--- src/rtl/contador_bcd_adc_if.sv ---
// contador_bcd_adc_if -- bus between the ADC control FSM, the BCD
// timing/measurement counter and the display decoders.
// master: control side (drives en_0, reset, Vint_z).
// slave : counter side (drives en_3, bcd, resultado, valid, overrange).
interface contador_bcd_adc_if #(
   parameter int DIGITS = 3
);
   logic                en_0;
   logic                reset;
   logic                Vint_z;
   logic                en_3;
   logic [4*DIGITS-1:0] bcd;
   logic [4*DIGITS-1:0] resultado;
   logic                valid;
   logic                overrange;

   modport master (
      output en_0, reset, Vint_z,
      input  en_3, bcd, resultado, valid, overrange
   );

   modport slave (
      input  en_0, reset, Vint_z,
      output en_3, bcd, resultado, valid, overrange
   );
endinterface

--- src/rtl/contador_bcd_adc.sv ---
// contador_bcd_adc -- run-up / run-down BCD counter for a dual-slope ADC.
// Counts a fixed 10^DIGITS-cycle integration period (end flagged on en_3),
// then counts de-integration until Vint_z and latches the count in resultado.
// Optional feature macro: ADC_OVERRANGE_EN (saturate at all 9s and raise the
// sticky overrange flag instead of wrapping during de-integration).
// Handshake: valid is a one-cycle, registered pulse marking the cycle in which
// resultado carries a new result; there is no ready/back-pressure, consumers
// must take resultado while it is stable (it holds until the next result).
module contador_bcd_adc #(
   parameter int DIGITS = 3
) (
   input  logic              clk,
   input  logic              reset_n,
   contador_bcd_adc_if.slave bus,
   output logic [1:0]        state_dbg
);

   localparam int W = 4 * DIGITS;
   localparam logic [W-1:0] NINES = {DIGITS{4'h9}};

`ifdef ADC_OVERRANGE_EN
   localparam bit OVR_EN = 1'b1;
`else
   localparam bit OVR_EN = 1'b0;
`endif

   typedef enum logic [1:0] {IDLE = 2'd0, INTEG = 2'd1, DEINT = 2'd2, DONE = 2'd3} state_t;

   state_t         state, state_nxt;
   logic [W-1:0]   bcd_q, bcd_nxt;
   logic [W-1:0]   res_q, res_nxt;
   logic           en3_q, en3_nxt;
   logic           valid_q, valid_nxt;
   logic           ovr_q, ovr_nxt;
   logic           all_nines;

   // Decimal increment: each digit rolls 9->0 and carries into the next one.
   function automatic logic [W-1:0] bcd_inc(input logic [W-1:0] v);
      logic [W-1:0] r;
      logic         carry;
      r     = v;
      carry = 1'b1;
      for (int i = 0; i < DIGITS; i++) begin
         if (carry) begin
            if (v[4*i +: 4] == 4'd9) begin
               r[4*i +: 4] = 4'd0;
            end else begin
               r[4*i +: 4] = v[4*i +: 4] + 4'd1;
               carry       = 1'b0;
            end
         end
      end
      return r;
   endfunction

   assign all_nines = (bcd_q == NINES);

   // State register.
   always_ff @(posedge clk or negedge reset_n) begin
      if (!reset_n) state <= IDLE;
      else          state <= state_nxt;
   end

   // Next-state logic: reset and a dropped en_0 both force IDLE.
   always_comb begin
      state_nxt = state;
      if (bus.reset || !bus.en_0) begin
         state_nxt = IDLE;
      end else begin
         case (state)
            IDLE:    state_nxt = INTEG;
            INTEG:   if (all_nines) state_nxt = DEINT;
            DEINT:   if (bus.Vint_z || (all_nines && OVR_EN)) state_nxt = DONE;
            default: state_nxt = state;
         endcase
      end
   end

   // Output/datapath next values; resultado and overrange survive aborts.
   always_comb begin
      bcd_nxt   = bcd_q;
      res_nxt   = res_q;
      en3_nxt   = 1'b0;
      valid_nxt = 1'b0;
      ovr_nxt   = ovr_q;
      if (bus.reset || !bus.en_0) begin
         bcd_nxt = '0;
      end else begin
         case (state)
            IDLE: begin
               bcd_nxt = '0;
               ovr_nxt = 1'b0;
            end
            INTEG: begin
               bcd_nxt = bcd_inc(bcd_q);
               en3_nxt = all_nines;
            end
            DEINT: begin
               if (bus.Vint_z) begin
                  res_nxt   = bcd_q;
                  valid_nxt = 1'b1;
               end else if (all_nines && OVR_EN) begin
                  res_nxt   = NINES;
                  ovr_nxt   = 1'b1;
                  valid_nxt = 1'b1;
               end else begin
                  bcd_nxt = bcd_inc(bcd_q);
               end
            end
            default: bcd_nxt = bcd_q;
         endcase
      end
   end

   // Output registers, so everything is stable at the FSM's falling-edge sample.
   always_ff @(posedge clk or negedge reset_n) begin
      if (!reset_n) begin
         bcd_q   <= '0;
         res_q   <= '0;
         en3_q   <= 1'b0;
         valid_q <= 1'b0;
         ovr_q   <= 1'b0;
      end else begin
         bcd_q   <= bcd_nxt;
         res_q   <= res_nxt;
         en3_q   <= en3_nxt;
         valid_q <= valid_nxt;
         ovr_q   <= ovr_nxt;
      end
   end

   assign bus.bcd       = bcd_q;
   assign bus.resultado = res_q;
   assign bus.en_3      = en3_q;
   assign bus.valid     = valid_q;
   assign bus.overrange = ovr_q;
   assign state_dbg     = state;

endmodule

--- src/flat_wrapper.sv ---
// flat-port wrapper written by rule: the top's interface ports become plain ports
module contador_bcd_adc_flat 
#(
   parameter int DIGITS = 3
)
  (clk, reset_n, state_dbg, bus_en_0, bus_reset, bus_Vint_z, bus_en_3, bus_bcd, bus_resultado, bus_valid, bus_overrange);
  contador_bcd_adc_if #(.DIGITS(DIGITS)) bus_i ();
  input  logic clk;
  input  logic reset_n;
  output logic [1:0] state_dbg;
  input wire logic [$bits(bus_i.en_0)-1:0] bus_en_0;
  input wire logic [$bits(bus_i.reset)-1:0] bus_reset;
  input wire logic [$bits(bus_i.Vint_z)-1:0] bus_Vint_z;
  output wire logic [$bits(bus_i.en_3)-1:0] bus_en_3;
  output wire logic [$bits(bus_i.bcd)-1:0] bus_bcd;
  output wire logic [$bits(bus_i.resultado)-1:0] bus_resultado;
  output wire logic [$bits(bus_i.valid)-1:0] bus_valid;
  output wire logic [$bits(bus_i.overrange)-1:0] bus_overrange;
  assign bus_i.en_0 = bus_en_0;
  assign bus_i.reset = bus_reset;
  assign bus_i.Vint_z = bus_Vint_z;
  assign bus_en_3 = bus_i.en_3;
  assign bus_bcd = bus_i.bcd;
  assign bus_resultado = bus_i.resultado;
  assign bus_valid = bus_i.valid;
  assign bus_overrange = bus_i.overrange;
  contador_bcd_adc #(.DIGITS(DIGITS)) u_core (.clk(clk), .reset_n(reset_n), .bus(bus_i), .state_dbg(state_dbg));
endmodule
--- config.mk ---
export PLATFORM = sky130hd
export DESIGN_NAME = contador_bcd_adc_flat
export DESIGN_NICKNAME = d
export VERILOG_FILES = /design/src/rtl/contador_bcd_adc_if.sv /design/src/rtl/contador_bcd_adc.sv /design/src/flat_wrapper.sv
export SDC_FILE = /design/constraint.sdc
export NUM_CORES = 1
export LEC_CHECK = 0
export ABC_CLOCK_PERIOD_IN_PS = 1700
export CORE_MARGIN = 4
export CORE_UTILIZATION = 45
export CTS_CLUSTER_SIZE = 14
export DETAILED_ROUTE_END_ITERATION = 8
export GPL_TIMING_DRIVEN = 0
export PLACE_DENSITY = 0.87
export SKIP_CTS_REPAIR_TIMING = 1
export SLEW_MARGIN = 20
export SYNTH_ARGS = -nofsm -noshare
export SYNTH_HDL_FRONTEND = slang
export SYNTH_SLANG_ARGS = --single-unit
--- constraint.sdc ---
create_clock -name clk -period 1.7 [get_ports clk]
set_clock_uncertainty 0.05 [all_clocks]
set_input_delay 0.34 -clock clk [delete_from_list [all_inputs] [get_ports clk]]
set_output_delay 0.34 -clock clk [all_outputs]
set_load 0.01 [all_outputs]
# Word-level counts from Yosys, hierarchy flattened
# Cells that the tools add are included.
[totals]
reg_bits = 28
inputBits = 5
out_inout_bits = 29
wordCells = 66
[classes]
n_addsub = 3
eq_ne = 13
n_mux = 33
n_bitwise = 1
n_reduce_logical = 9
[op_table]
columns = ["cell", "count"]
rows = [
  ["$pmux 12 s3", 1],
  ["$mux 4", 7],
  ["$mux 12", 2],
  ["$mux 1", 19],
  ["$ne 3x1->1 const B", 5],
  ["$add 4x1->4 const B", 3],
  ["$eq 12x12->1 const B", 1],
  ["$eq 4x4->1 const B", 3],
  ["$reduce_and 4->1", 2],
  ["$mux 2", 3],
  ["$ne 3x2->1 const B", 2],
  ["$pmux 2 s3", 1],
  ["$reduce_and 3->1", 2],
  ["$reduce_bool 4->1", 1],
  ["$eq 2x1->1 const B", 1],
  ["$eq 2x2->1 const B", 1],
  ["$logic_not 2->1", 1],
  ["$reduce_and 2->1", 1],
  ["$logic_not 1->1", 1],
  ["$logic_or 1x1->1", 1],
  ["$not 1->1", 1],
]

# Longest topological paths before layout
[depth]
depth_word = 13
depth_mapped = 8
ltp_nobuf = 8

# Least setup slack after synthesis
# OpenSTA, ideal clock, no wires.
[synth_path]
path_kind = "register to register"
from = "register u_core.bcd_q[0] (netlist: u_core.bus.bcd[0])"
to = "register u_core.bcd_q[8] (netlist: u_core.bus.bcd[8])"
setup_time_ns = 0.125
arrival_time_ns = 1.708
t_required_ns = 1.525
setup_slack_ns = -0.183
path_stages_with_launch = 7
path_buffers = 1
period_less_slack_ns = 1.883
path_cell_list = "dfrtp_1 -> ha_1 -> and3b_1 -> buf_6 -> and3_4 -> nor3_4 -> mux2_4"
[synth_between]
elab_chain_cells = 11
elab_cells_between_ends = 17
cone_classes = "eq/ne (3); mux (13); reduce/logical (1)"
[synth_rtl]
columns = ["element", "line", "source"]
rows = [
  ["start, declared", "contador_bcd_adc.sv:30", "logic [W-1:0] bcd_q, bcd_nxt;"],
  ["start signal, assigned", "contador_bcd_adc.sv:124", "bcd_q <= bcd_nxt;"],
  ["$eq 4x4->1 *", "contador_bcd_adc.sv:45", "if (v[4*i +: 4] == 4'd9) begin"],
  ["$mux 1 *", "contador_bcd_adc.sv:45", ""],
  ["$mux 1", "contador_bcd_adc.sv:99", "if (bus.Vint_z) begin"],
  ["$mux 1", "contador_bcd_adc.sv:89", "case (state)"],
  ["$mux 1", "contador_bcd_adc.sv:86", "if (bus.reset || !bus.en_0) begin"],
  ["$mux 1", "contador_bcd_adc.sv:44", "if (carry) begin"],
  ["$mux 1", "contador_bcd_adc.sv:99", ""],
  ["$mux 1", "contador_bcd_adc.sv:89", ""],
  ["$mux 1", "contador_bcd_adc.sv:86", ""],
  ["$ne 3x1->1 (no line)", "--", ""],
  ["$reduce_and 4->1 (no line) *", "--", ""],
]
# Mark *: on every way between the ends. The rest lies on a longest branch, timed or not. The select of a mux whose other input is x is not followed.
# A chain may end at the register's enable or synchronous reset.

# Worst setup path in the final report
[layout_path]
from = "register u_core.bcd_q[1] (netlist: u_core.bus.bcd[1])"
to = "register u_core.bcd_q[11] (netlist: u_core.bus.bcd[11])"
# Same word-level chain as after synthesis.

==> results_dict.tcl <==
set metrics [dict create \
    seq_area_frac_synth 0.4632 \
    required_ns 1.90 \
    tightest_slew_ns 0.6436 \
    dr_vias_cell 5.743 \
    detailedRoute.firstPassIterationCount 4 \
    setup_repair_after_global_routing_missed_its_margin "true" \
    antenna_found_initial 0 \
    clock_tree.root_cell "sky130_fd_sc_hd__clkbuf_4" \
    maximum_number_of_pins_on_one_net_before_global_route_repair 29 \
    max_clock_freq_mhz 510.1 \
    overflow 0 \
    maxSlewViolCount 0 \
    core_area_sq_um 3128 \
    numPortBuffers 32 \
    final_util 0.7984 \
    mappedNetlistArea_sq_um 1513 \
    dr_total_vias 1476 \
    dieArea_sq_um 4353 \
    p_sw_mw 0.3470 \
    synth-edff-count 0 \
    pin_count 34 \
    cp_cell_sequence "inv_2 > ha_4 > buf_4 > nand4b_1 > o22ai_4 > nor3_4 > buf_4 > o41ai_2" \
    setup-violations-final 15 \
    dominant_combinational_cell_family_by_area_after_synthesis "simple AND/OR/NAND/NOR gates" \
    hold_viol_final 0 \
    post-route-period-util 1.153 \
    synthesized_area_fraction_occupied_by_ao_oa_aoi_and_oai_cells 0.1191 \
    post_synth_fa_ha_maj_area_fraction 0.07444 \
    grt_first_pass_wirelength_um 5740 \
    cap_violations 0 \
    reg2reg_setup_slack_ns -0.26 \
    cts.sinks 28 \
    post-route-min-period_ns 1.960 \
    clk_pin_slew_worst_paths_ns 0.15 \
    share_of_final_layout_standard_cells_stronger_than_drive_strength_1 0.4460 \
    maximum_single_stage_delay_on_the_critical_path_ns 0.45 \
    dieWidth_um 65.98 \
    ant_nets 0 \
    dieHeight_um 65.98 \
    drt_iter0_drc 113 \
    violations "negative setup slack" \
    seq_power_share 0.496 \
    max_slew_margin 0.5709 \
    detail_route.wirelength_um 5180 \
    power.internal_mw 1.035 \
    peak_supply_drop_mv 0.3544 \
    synth_seq_cells 28 \
    pwr-share-clk 0.324 \
    synth_simple_gate_area_share 0.1952 \
    pwr_density_cell_nw_per_um2 553.4 \
    setup.worst_path.start_class "register" \
    worst_path_dominant_cell_family "compound AO/OA/AOI/OAI gates" \
    run_status "finished, violations left" \
    cts_tree "yes" \
    synth-warning-count 0 \
    synth_nets 153 \
    timing.critical_path.buf_inv 3 \
    power.leakage_nw 1.408 \
    setup_ws_post_layout_ns -0.2603 \
    ys_async_sr_fraction 1.000 \
    clkLatencyLatePin_ns 0.34 \
    yosys-mux-area-fraction 0.1009 \
    insertedDiodeCount 0 \
    sw_frac_of_total 0.2511 \
    finish.net_count 228 \
    place_congestion 0.8648 \
    synth_cells 139 \
    grt.total_usage 0.1731 \
    power_frac_comb 0.180 \
    area_overhead_of_the_layout_relative_to_synthesis_pct 65.10 \
    cts_inserted_buffers 3 \
    timing_worst_setup_path_type "register to register" \
    crit_arrival_ns 2.16 \
    synth_most_common_cell "sky130_fd_sc_hd__dfrtp_1" \
    cp_common_cell "sky130_fd_sc_hd__buf_4" \
    synth_top_cell_by_area "sky130_fd_sc_hd__dfrtp_1" \
    detail_route.wl_per_cell_um 20.16 \
    synth_top_cells_by_count "28 x sky130_fd_sc_hd__dfrtp_1, 12 x sky130_fd_sc_hd__nand2_1, 10 x sky130_fd_sc_hd__mux2_2" \
    rows 20 \
    synth.top_cell.area_share 0.4632 \
    finalSetupTns_ns -2.178 \
    drc_errors 0 \
    dp.final_hpwl_um 2474 \
    critical_path.slowest_cell "sky130_fd_sc_hd__dfrtp_1" \
    initial_core_util 0.4836 \
    grt_pass1_vias 1260 \
    ctsLongestPathBuffers 2 \
    crit_fanout 3 \
    h-tree-depth 1 \
    synth_xor_xnor_area_share 0.005790 \
    synth_top_cells_by_area "sky130_fd_sc_hd__dfrtp_1 46%, sky130_fd_sc_hd__ha_1 7.4%, sky130_fd_sc_hd__mux2_2 7.4%" \
    hold_removal_path_class "input port to asynchronous set/reset pin" \
    worst_setup_path_end_kind "register" \
    synth_cell_types 45 \
    synth_area_per_cell_sq_um 10.88 \
    postSynth.topFlopCell "sky130_fd_sc_hd__dfrtp_1" \
]
==> state kept, by name, summed over array words and instances (netlist names) <==
| signal | flops |
|---|---|
| u_core.bus.bcd | 12 |
| u_core.bus.resultado | 12 |
| u_core.state_dbg | 2 |
| u_core.bus.en_3 | 1 |
| u_core.bus.valid | 1 |
==> power by group through the flow <==
stage	Clock, mW	Sequential, mW	Combinational [mW]
4_1_cts	0.448	0.685	0.150
5_1_grt	0.482	0.687	0.264
2_1_floorplan	0	0.699	0.0892
6_report	0.448	0.686	0.248
3_3_place_gp	0	0.696	0.144
3_5_place_dp	0	0.697	0.148
==> routing by layer <==
layer  GRT usage  share of wire
met1      0.1989           0.40
met2      0.3179           0.50
met3     0.01531          0.061
met4     0.08629          0.038
met5           0              0
==> cell type report <==
class | count | area [sq um]
Inverter | 7 | 28.78
Tap cell | 44 | 55.05
Fill cell | 138 | 630.6
Buffer | 4 | 35.03
Timing Repair Buffer | 71 | 671.9
Clock buffer | 3 | 22.52
Clock inverter | 1 | 30.03
Sequential cell | 28 | 706.9
Multi-Input combinational cell | 99 | 947.2
==> per-stage QoR <==
stage | setup slack [ns] | instance area [sq um] | hold slack [ns] | cells | total power, mW
after floorplan | -0.1149 | 1549 | -0.005591 | 139 | 0.7880
final | -0.2603 | 2497 | 0.4799 | 257 | 1.382
after global placement | -0.3344 | 1924 | 0.4119 | 215 | 0.8409
after CTS | -0.2508 | 1972 | -0.03839 | 219 | 1.282
after global routing | -0.3044 | 2497 | 0.5058 | 257 | 1.433
after detailed placement | -0.3913 | 1919 | 0.3439 | 215 | 0.8452
==> worst paths after layout <==
path,start,endpoint,depth (start not counted)
setup / recovery,u_core.bus.bcd[1],u_core.bus.bcd[11],8
min in group clk,u_core.bus.resultado[4],u_core.bus.resultado[4],1
hold reg to reg,u_core.bus.resultado[4],u_core.bus.resultado[4],1
max in group asynchronous,reset_n,u_core.bus.bcd[6],2
hold / removal,reset_n,u_core.bus.resultado[11],2
setup reg to reg,u_core.bus.bcd[1],u_core.bus.bcd[11],8
==> cells in the final DEF, fill, tap and decap left out, types with 2 or more instances in the layout <==
cell type / Yosys / final
sky130_fd_sc_hd__buf_4: 1 / 34
sky130_fd_sc_hd__dfrtp_1: 28 / 23
sky130_fd_sc_hd__clkbuf_4: 0 / 3
sky130_fd_sc_hd__nand3_1: 4 / 4
sky130_fd_sc_hd__nor2_1: 6 / 5
sky130_fd_sc_hd__o21ai_0: 7 / 6
sky130_fd_sc_hd__nand3b_1: 3 / 3
sky130_fd_sc_hd__mux2_4: 2 / 4
sky130_fd_sc_hd__nand2_1: 12 / 12
sky130_fd_sc_hd__nand2b_1: 4 / 3
sky130_fd_sc_hd__ha_1: 9 / 5
sky130_fd_sc_hd__mux2_2: 10 / 8
sky130_fd_sc_hd__dfrtp_2: 0 / 5
sky130_fd_sc_hd__inv_1: 6 / 2
sky130_fd_sc_hd__nor3_4: 1 / 3
sky130_fd_sc_hd__dlymetal6s2s_1: 0 / 17
sky130_fd_sc_hd__ha_4: 0 / 4
sky130_fd_sc_hd__buf_2: 1 / 2
sky130_fd_sc_hd__o31ai_1: 2 / 2
sky130_fd_sc_hd__inv_2: 1 / 4
sky130_fd_sc_hd__o32a_1: 3 / 3
sky130_fd_sc_hd__o41ai_2: 1 / 3
sky130_fd_sc_hd__buf_6: 1 / 7
sky130_fd_sc_hd__clkdlybuf4s50_1: 0 / 14
sky130_fd_sc_hd__a21oi_2: 0 / 2
sky130_fd_sc_hd__and2_4: 0 / 2
sky130_fd_sc_hd__o21ai_1: 1 / 2
sky130_fd_sc_hd__nor3_1: 6 / 5
==> logic make-up (layout without fill, tap and decap cells) <==
| family | after synthesis | after routing |
|---|---|---|
| AOI/OAI and AO/OA | 25 | 25 |
| and+or+nand+nor | 50 | 50 |
| adders and majority gates | 9 | 9 |
| muxes | 13 | 13 |
| other | 1 | 1 |
| xor gates and xnor gates | 1 | 1 |
| DFF | 28 | 28 |
| buffers and inverters | 12 | 86 |
No activity file was read; power rests on OpenSTA's default activity.
